### config.mk
export PLATFORM = sky130hd
export DESIGN_NAME = mem_arbiter
export DESIGN_NICKNAME = d
export VERILOG_FILES = /design/src/rtl/mem_arbiter.sv
export SDC_FILE = /design/constraint.sdc
export NUM_CORES = 1
export LEC_CHECK = 0
export ABC_AREA = 1
export CAP_MARGIN = 20
export CORE_UTILIZATION = 42
export DETAILED_ROUTE_END_ITERATION = 12
export GPL_TIMING_DRIVEN = 0
export PLACE_DENSITY_LB_ADDON = 0.12
export REMOVE_ABC_BUFFERS = 1
export SYNTH_ARGS = -nofsm -noshare
export SYNTH_HDL_FRONTEND = slang
export SYNTH_SLANG_ARGS = --single-unit
export TNS_END_PERCENT = 1
### constraint.sdc
create_clock -name I_clk -period 2.1 [get_ports I_clk]
set_input_delay 0.63 -clock I_clk [delete_from_list [all_inputs] [get_ports I_clk]]
set_output_delay 0.63 -clock I_clk [all_outputs]
set_load 0.02 [all_outputs]
### src/rtl/mem_arbiter.sv
// -----------------------------------------------------------------------------
// mem_arbiter
// Two-requester arbiter in front of a single-port synchronous RAM.
// Requester 0 is the core, requester 1 is the DMA/loader. Exactly one access
// is in flight at a time and walks IDLE -> ISSUE -> WAIT -> RESP -> IDLE.
//
// Optional feature macro: MEM_ARB_ROUND_ROBIN_EN
//   defined   : ties in IDLE go to the requester that was not granted last
//               (first tie after reset goes to m0)
//   undefined : fixed priority, m0 always wins a tie
// -----------------------------------------------------------------------------
module mem_arbiter #(
  parameter int ADDR_WIDTH  = 16,
  parameter int DATA_WIDTH  = 16,
  parameter int RAM_LATENCY = 1
) (
  input  logic                  I_clk,
  input  logic                  I_reset,

  input  logic                  I_m0_exec,
  input  logic                  I_m0_write,
  input  logic [ADDR_WIDTH-1:0] I_m0_addr,
  input  logic [DATA_WIDTH-1:0] I_m0_data,
  output logic                  O_m0_ready,
  output logic [DATA_WIDTH-1:0] O_m0_data,
  output logic                  O_m0_data_ready,

  input  logic                  I_m1_exec,
  input  logic                  I_m1_write,
  input  logic [ADDR_WIDTH-1:0] I_m1_addr,
  input  logic [DATA_WIDTH-1:0] I_m1_data,
  output logic                  O_m1_ready,
  output logic [DATA_WIDTH-1:0] O_m1_data,
  output logic                  O_m1_data_ready,

  output logic                  O_ram_enable,
  output logic                  O_ram_write,
  output logic [ADDR_WIDTH-1:0] O_ram_addr,
  output logic [DATA_WIDTH-1:0] O_ram_data,
  input  logic [DATA_WIDTH-1:0] I_ram_data
);

  // Value loaded into the wait counter when the RAM strobe goes out.
  localparam logic [3:0] LAT_LOAD = 4'(RAM_LATENCY);

  typedef enum logic [1:0] {
    IDLE  = 2'd0,
    ISSUE = 2'd1,
    WAIT  = 2'd2,
    RESP  = 2'd3
  } state_t;

  state_t                state;
  state_t                state_next;

  logic [3:0]            wait_cnt;
  logic                  last_wait;

  // Transaction context captured at accept time.
  logic                  grant;
  logic                  lat_write;
  logic [ADDR_WIDTH-1:0] lat_addr;
  logic [DATA_WIDTH-1:0] lat_data;

  logic                  win_m0;
  logic                  win_m1;
  logic                  accept;

`ifdef MEM_ARB_ROUND_ROBIN_EN
  // Identity of the requester served by the most recent accept (1 = m1).
  logic                  last_grant;

  // On a tie, the requester that was not served last wins.
  always_comb begin
    win_m0 = I_m0_exec & (~I_m1_exec | last_grant);
    win_m1 = I_m1_exec & ~win_m0;
  end

  // Remember who was served so the next tie flips to the other requester.
  always_ff @(posedge I_clk) begin
    if (I_reset) begin
      last_grant <= 1'b1;
    end else if (accept) begin
      last_grant <= O_m1_ready;
    end
  end
`else
  // Fixed priority: the core always wins a tie.
  always_comb begin
    win_m0 = I_m0_exec;
    win_m1 = I_m1_exec & ~I_m0_exec;
  end
`endif

  // Handshake and RAM strobes are decoded straight from the state so that
  // a requester gets accepted in the same cycle it first asks while IDLE.
  always_comb begin
    O_m0_ready      = 1'b0;
    O_m1_ready      = 1'b0;
    O_m0_data_ready = 1'b0;
    O_m1_data_ready = 1'b0;
    O_ram_enable    = 1'b0;
    O_ram_write     = 1'b0;
    if (!I_reset) begin
      case (state)
        IDLE: begin
          O_m0_ready = win_m0;
          O_m1_ready = win_m1;
        end
        ISSUE: begin
          O_ram_enable = 1'b1;
          O_ram_write  = lat_write;
        end
        RESP: begin
          O_m0_data_ready = ~grant;
          O_m1_data_ready = grant;
        end
        default: begin
        end
      endcase
    end
  end

  assign accept     = O_m0_ready | O_m1_ready;
  assign last_wait  = (state == WAIT) && (wait_cnt <= 4'd1);
  assign O_ram_addr = lat_addr;
  assign O_ram_data = lat_data;

  // Next-state sequencing for a single outstanding transaction.
  always_comb begin
    state_next = state;
    case (state)
      IDLE:    if (accept) state_next = ISSUE;
      ISSUE:   state_next = WAIT;
      WAIT:    if (last_wait) state_next = RESP;
      RESP:    state_next = IDLE;
      default: state_next = IDLE;
    endcase
  end

  // State register; reset drops any transaction in flight.
  always_ff @(posedge I_clk) begin
    if (I_reset) begin
      state <= IDLE;
    end else begin
      state <= state_next;
    end
  end

  // Capture the winner's request on accept; held until the next accept so
  // the RAM address/data lines stay stable between accesses.
  always_ff @(posedge I_clk) begin
    if (I_reset) begin
      grant     <= 1'b0;
      lat_write <= 1'b0;
      lat_addr  <= '0;
      lat_data  <= '0;
    end else if (accept) begin
      grant     <= O_m1_ready;
      lat_write <= O_m1_ready ? I_m1_write : I_m0_write;
      lat_addr  <= O_m1_ready ? I_m1_addr  : I_m0_addr;
      lat_data  <= O_m1_ready ? I_m1_data  : I_m0_data;
    end
  end

  // Count down the RAM read latency; loaded while the strobe is out.
  always_ff @(posedge I_clk) begin
    if (I_reset) begin
      wait_cnt <= 4'd0;
    end else if (state == ISSUE) begin
      wait_cnt <= LAT_LOAD;
    end else if ((state == WAIT) && (wait_cnt != 4'd0)) begin
      wait_cnt <= wait_cnt - 4'd1;
    end
  end

  // Read data is sampled on the final wait cycle into the granted
  // requester's register only; writes leave both registers untouched.
  always_ff @(posedge I_clk) begin
    if (I_reset) begin
      O_m0_data <= '0;
      O_m1_data <= '0;
    end else if (last_wait && !lat_write) begin
      if (grant) begin
        O_m1_data <= I_ram_data;
      end else begin
        O_m0_data <= I_ram_data;
      end
    end
  end

endmodule

==> metrics.md <==
| Metric | Value |
|---|---|
| Crit start category | `flop` |
| Arrival time at the worst endpoint | `1.45 ns` |
| Worst Setup EP | `O_m1_ready` |
| Clock Latency Late Sink | `0.35 ns` |
| Setup TNS | `0 ns` |
| Cell Area, Placed | `5060 sq um` |
| Hold path startpoint | `O_m1_data[1]` |
| Largest net degree at the start of global routing | `42` |
| Largest cells by area after synthesis | `dfxtp_1 (41%), nand3_1 (9.7%), nor2_1 (7.7%)` |
| Area of the die | `8810 sq um` |
| Standard-cell rows | `33` |
| Placed cell count | `705` |
| Total GRT Usage | `24.5%` |
| Post-Synthesis Cells | `475` |
| DRT antenna net count | `0` |
| Worst setup path start | `state[1]` |
| Seq cells post-synth | `a little over 70` |
| Busiest layer in global routing | `met2` |
| Net count, final | `722` |
| CTS root buffer | `clkbuf_8` |
| Clk buf depth | `2` |
| Tot Pwr | `around 5.2 mW` |
| Area delta synth->final | `54.4%` |
| Ys Warns | `0` |
| Critical path endpoint category | `primary output` |
| Die W | `93.9 um` |
| WL/cell | `14.4 um` |
| Fmax | `481 MHz` |
| HPWL after detailed placement | `about 6.4 mm` |
| Status | `finished clean` |
| DR iter-0 viols | `121` |
| Initial core utilization | `43.4%` |
| Pwr dens | `958 nW/um^2` |
| Period utilization | `98.9%` |
| GRT met2 Usage | `roughly 43%` |
| Die Ht | `approximately 94 um` |
| H-tree level count | `3` |
| Netlist cell types | `24` |
| Final Slew Violations | `0` |
| Top FF cell, synth | `dfxtp_1` |
| Max Cap Viol | `0` |
| GR Overflow Total | `0` |
| CP Max Fanout | `8` |
| Flip-flop and latch area | `~1400 sq um` |
| Critical path required time | `around 1.5 ns` |
| Clock Pin Slew Worst Setup and Hold Paths | `0.08 ns` |
| RSZ-0062 raised after global routing | `true` |
| Layout cells sized above 1 | `under 10%` |
| Met3 GRT Util | `8.33%` |
| First-pass GRT wire length | `between 15 and 20 mm` |
| Placer Congestion | `0.743` |
| Reg2Reg Setup Slack | `0.20 ns` |
| HP Class | `reg2reg` |
| Clock Sinks | `72` |
| Buffers on Ports | `~160` |
| Routed Wire Length | `~11 mm` |
| CTS tree | `yes` |
| Number of diodes | `0` |
| Leakage | `roughly 2.2 nW` |
| Cell count of the worst reg-to-reg path | `8` |
| Number of flops mapped to enable cells by yosys | `0` |
| Async SR Flop Fraction | `0%` |
| Top-count cell post-synth | `nor2_1` |
| Worst slew pin tran | `0.848 ns` |
| Slew HR | `43.4%` |
| Vias/cell | `5.00` |
| Critical R2R Capture | `O_m1_data[7]` |
| Initial antenna violation count | `0` |
| Finish-stage setup viols | `0` |
| Post-synth top area share | `40.6%` |
| Crit Path Class | `reg2out` |
| Final instance count without filler cells | `738` |
| I/O pin total | `156` |
| Worst VDD drop | `0.000369 V` |
| Mapped cell area | `about 3500 sq um` |
| Vias in the first global route | `3540` |
| Fraction of the yosys area taken by sequential cells | `40.6%` |
| Met1 GRT Util | `27.1%` |
| Commonest cells in the netlist | `nor2_1 (73), dfxtp_1 (72), nand3_1 (69), nand2_1 (50), inv_1 (48)` |
| Fin area | `~5500 sq um` |
| TritonCTS Buffers | `9` |
| Setup Skew | `0.00915 ns` |
| Area leader, netlist | `dfxtp_1` |
| Fillers | `735` |
| Total core area | `8180 sq um` |
| Final hold violation count | `0` |
| # DRC | `0` |
| Reg2reg start | `wait_cnt[0]` |
| Syn Area/Cell | `7.47 sq um` |
| Via Count | `around 3700` |
| Final min period | `~2.1 ns` |
| Router iterations before antenna repair | `4` |
| Multi-input gate area | `1790 sq um` |
area by class of cell:
cell class | count | area share, %
multi-input combinational | 323 | 32.8
timing repair buffer | 168 | 30.3
sequential | 72 | 26.4
inverter | 53 | 4.25
tap | 105 | 2.40
clock buffer | 9 | 2.26
clock inverter | 7 | 1.42
timing repair inverter | 1 | 0.160
kinds of logic after synthesis:
logic type	count (synthesis)	synth area share (%)
XOR/XNOR	1	0.247
buffers and inverters	84	10.7
adder cells (fa/ha/maj)	8	2.82
flip-flops	72	40.6
AO/OA/AOI/OAI	74	12.8
AND/OR/NAND/NOR	236	32.8
metal layers:
| layer | part of all wire (%) | routed length, um |
|---|---|---|
| met5 | 0 | 0 |
| met4 | 1.4 | 154 |
| met3 | 8.5 | 903 |
| met2 | 49 | 5220 |
| met1 | 41 | 4350 |
flip-flops by register name (all words and copies together), names as in the netlist:
name / flops
O_m0_data: 16
O_m1_data: 16
O_ram_addr: 16
O_ram_data: 16
wait_cnt: 4
state: 2
grant: 1
lat_write: 1
per-stage QoR:
step | worst slack, ns | hold slack [ns] | utilization (%)
3_3_place_gp | -3.81 | 0.461 | 61.8
2_1_floorplan | -0.292 | 0.461 | -
5_1_grt | -0.0260 | 0.504 | 67.0
4_1_cts | -0.155 | 0.486 | 66.3
3_5_place_dp | -1.89 | 0.471 | 62.0
6_report | 0.0228 | 0.484 | 67.0
layout by cell type (no fill, tap or decap), drive strengths merged:
cell type / count
clkdlybuf4s50: 146
nor2: 77
nand3: 74
dfxtp: 72
inv: 56
nand2: 54
a21oi: 38
nand3b: 33
o21bai: 32
buf: 16
clkbuf: 12
ha: 8
bufinv: 2
nor3: 2
o21ai: 2
clkdlybuf4s15: 2
clkinv: 2
o31ai: 1
a31oi: 1
xor2: 1
clkinvlp: 1
dlygate4sd2: 1
power by group:
group / switching, mW / total [mW] / internal (mW)
Sequential: 0.162 / 1.81 / 1.65
Combinational: 1.26 / 2.30 / 1.03
Clock: 0.577 / 1.14 / 0.561
Total: 2.00 / 5.25 / 3.25
critical path, stage by stage (launching register included):
cell and delay, ns:
dfxtp_2 0.37, inv_2 0.07, ha_4 0.17, nand2_4 0.07
bufinv_16 0.18, nand2_8 0.08, inv_2 0.04, buf_6 0.12
worst min path at each step:
stage | endpoint | slack [ns] | cells past startpoint
global placement | O_m1_data[12] | 0.46 | 2
finish | O_m1_data[1] | 0.48 | 2
floorplan | wait_cnt[0] | 0.46 | 2
detailed placement | O_m0_data[5] | 0.47 | 2
CTS | O_ram_addr[7] | 0.49 | 2
global route | O_m1_data[12] | 0.50 | 2
timing repair:
action	CTS	global route
hold buffers	0	0
buffers inserted	5	7
cloned	5	0
resized for setup	39	14
endpoints found under the setup margin	42	10
pin swaps	4	2
(Power assumes the default switching activity.)
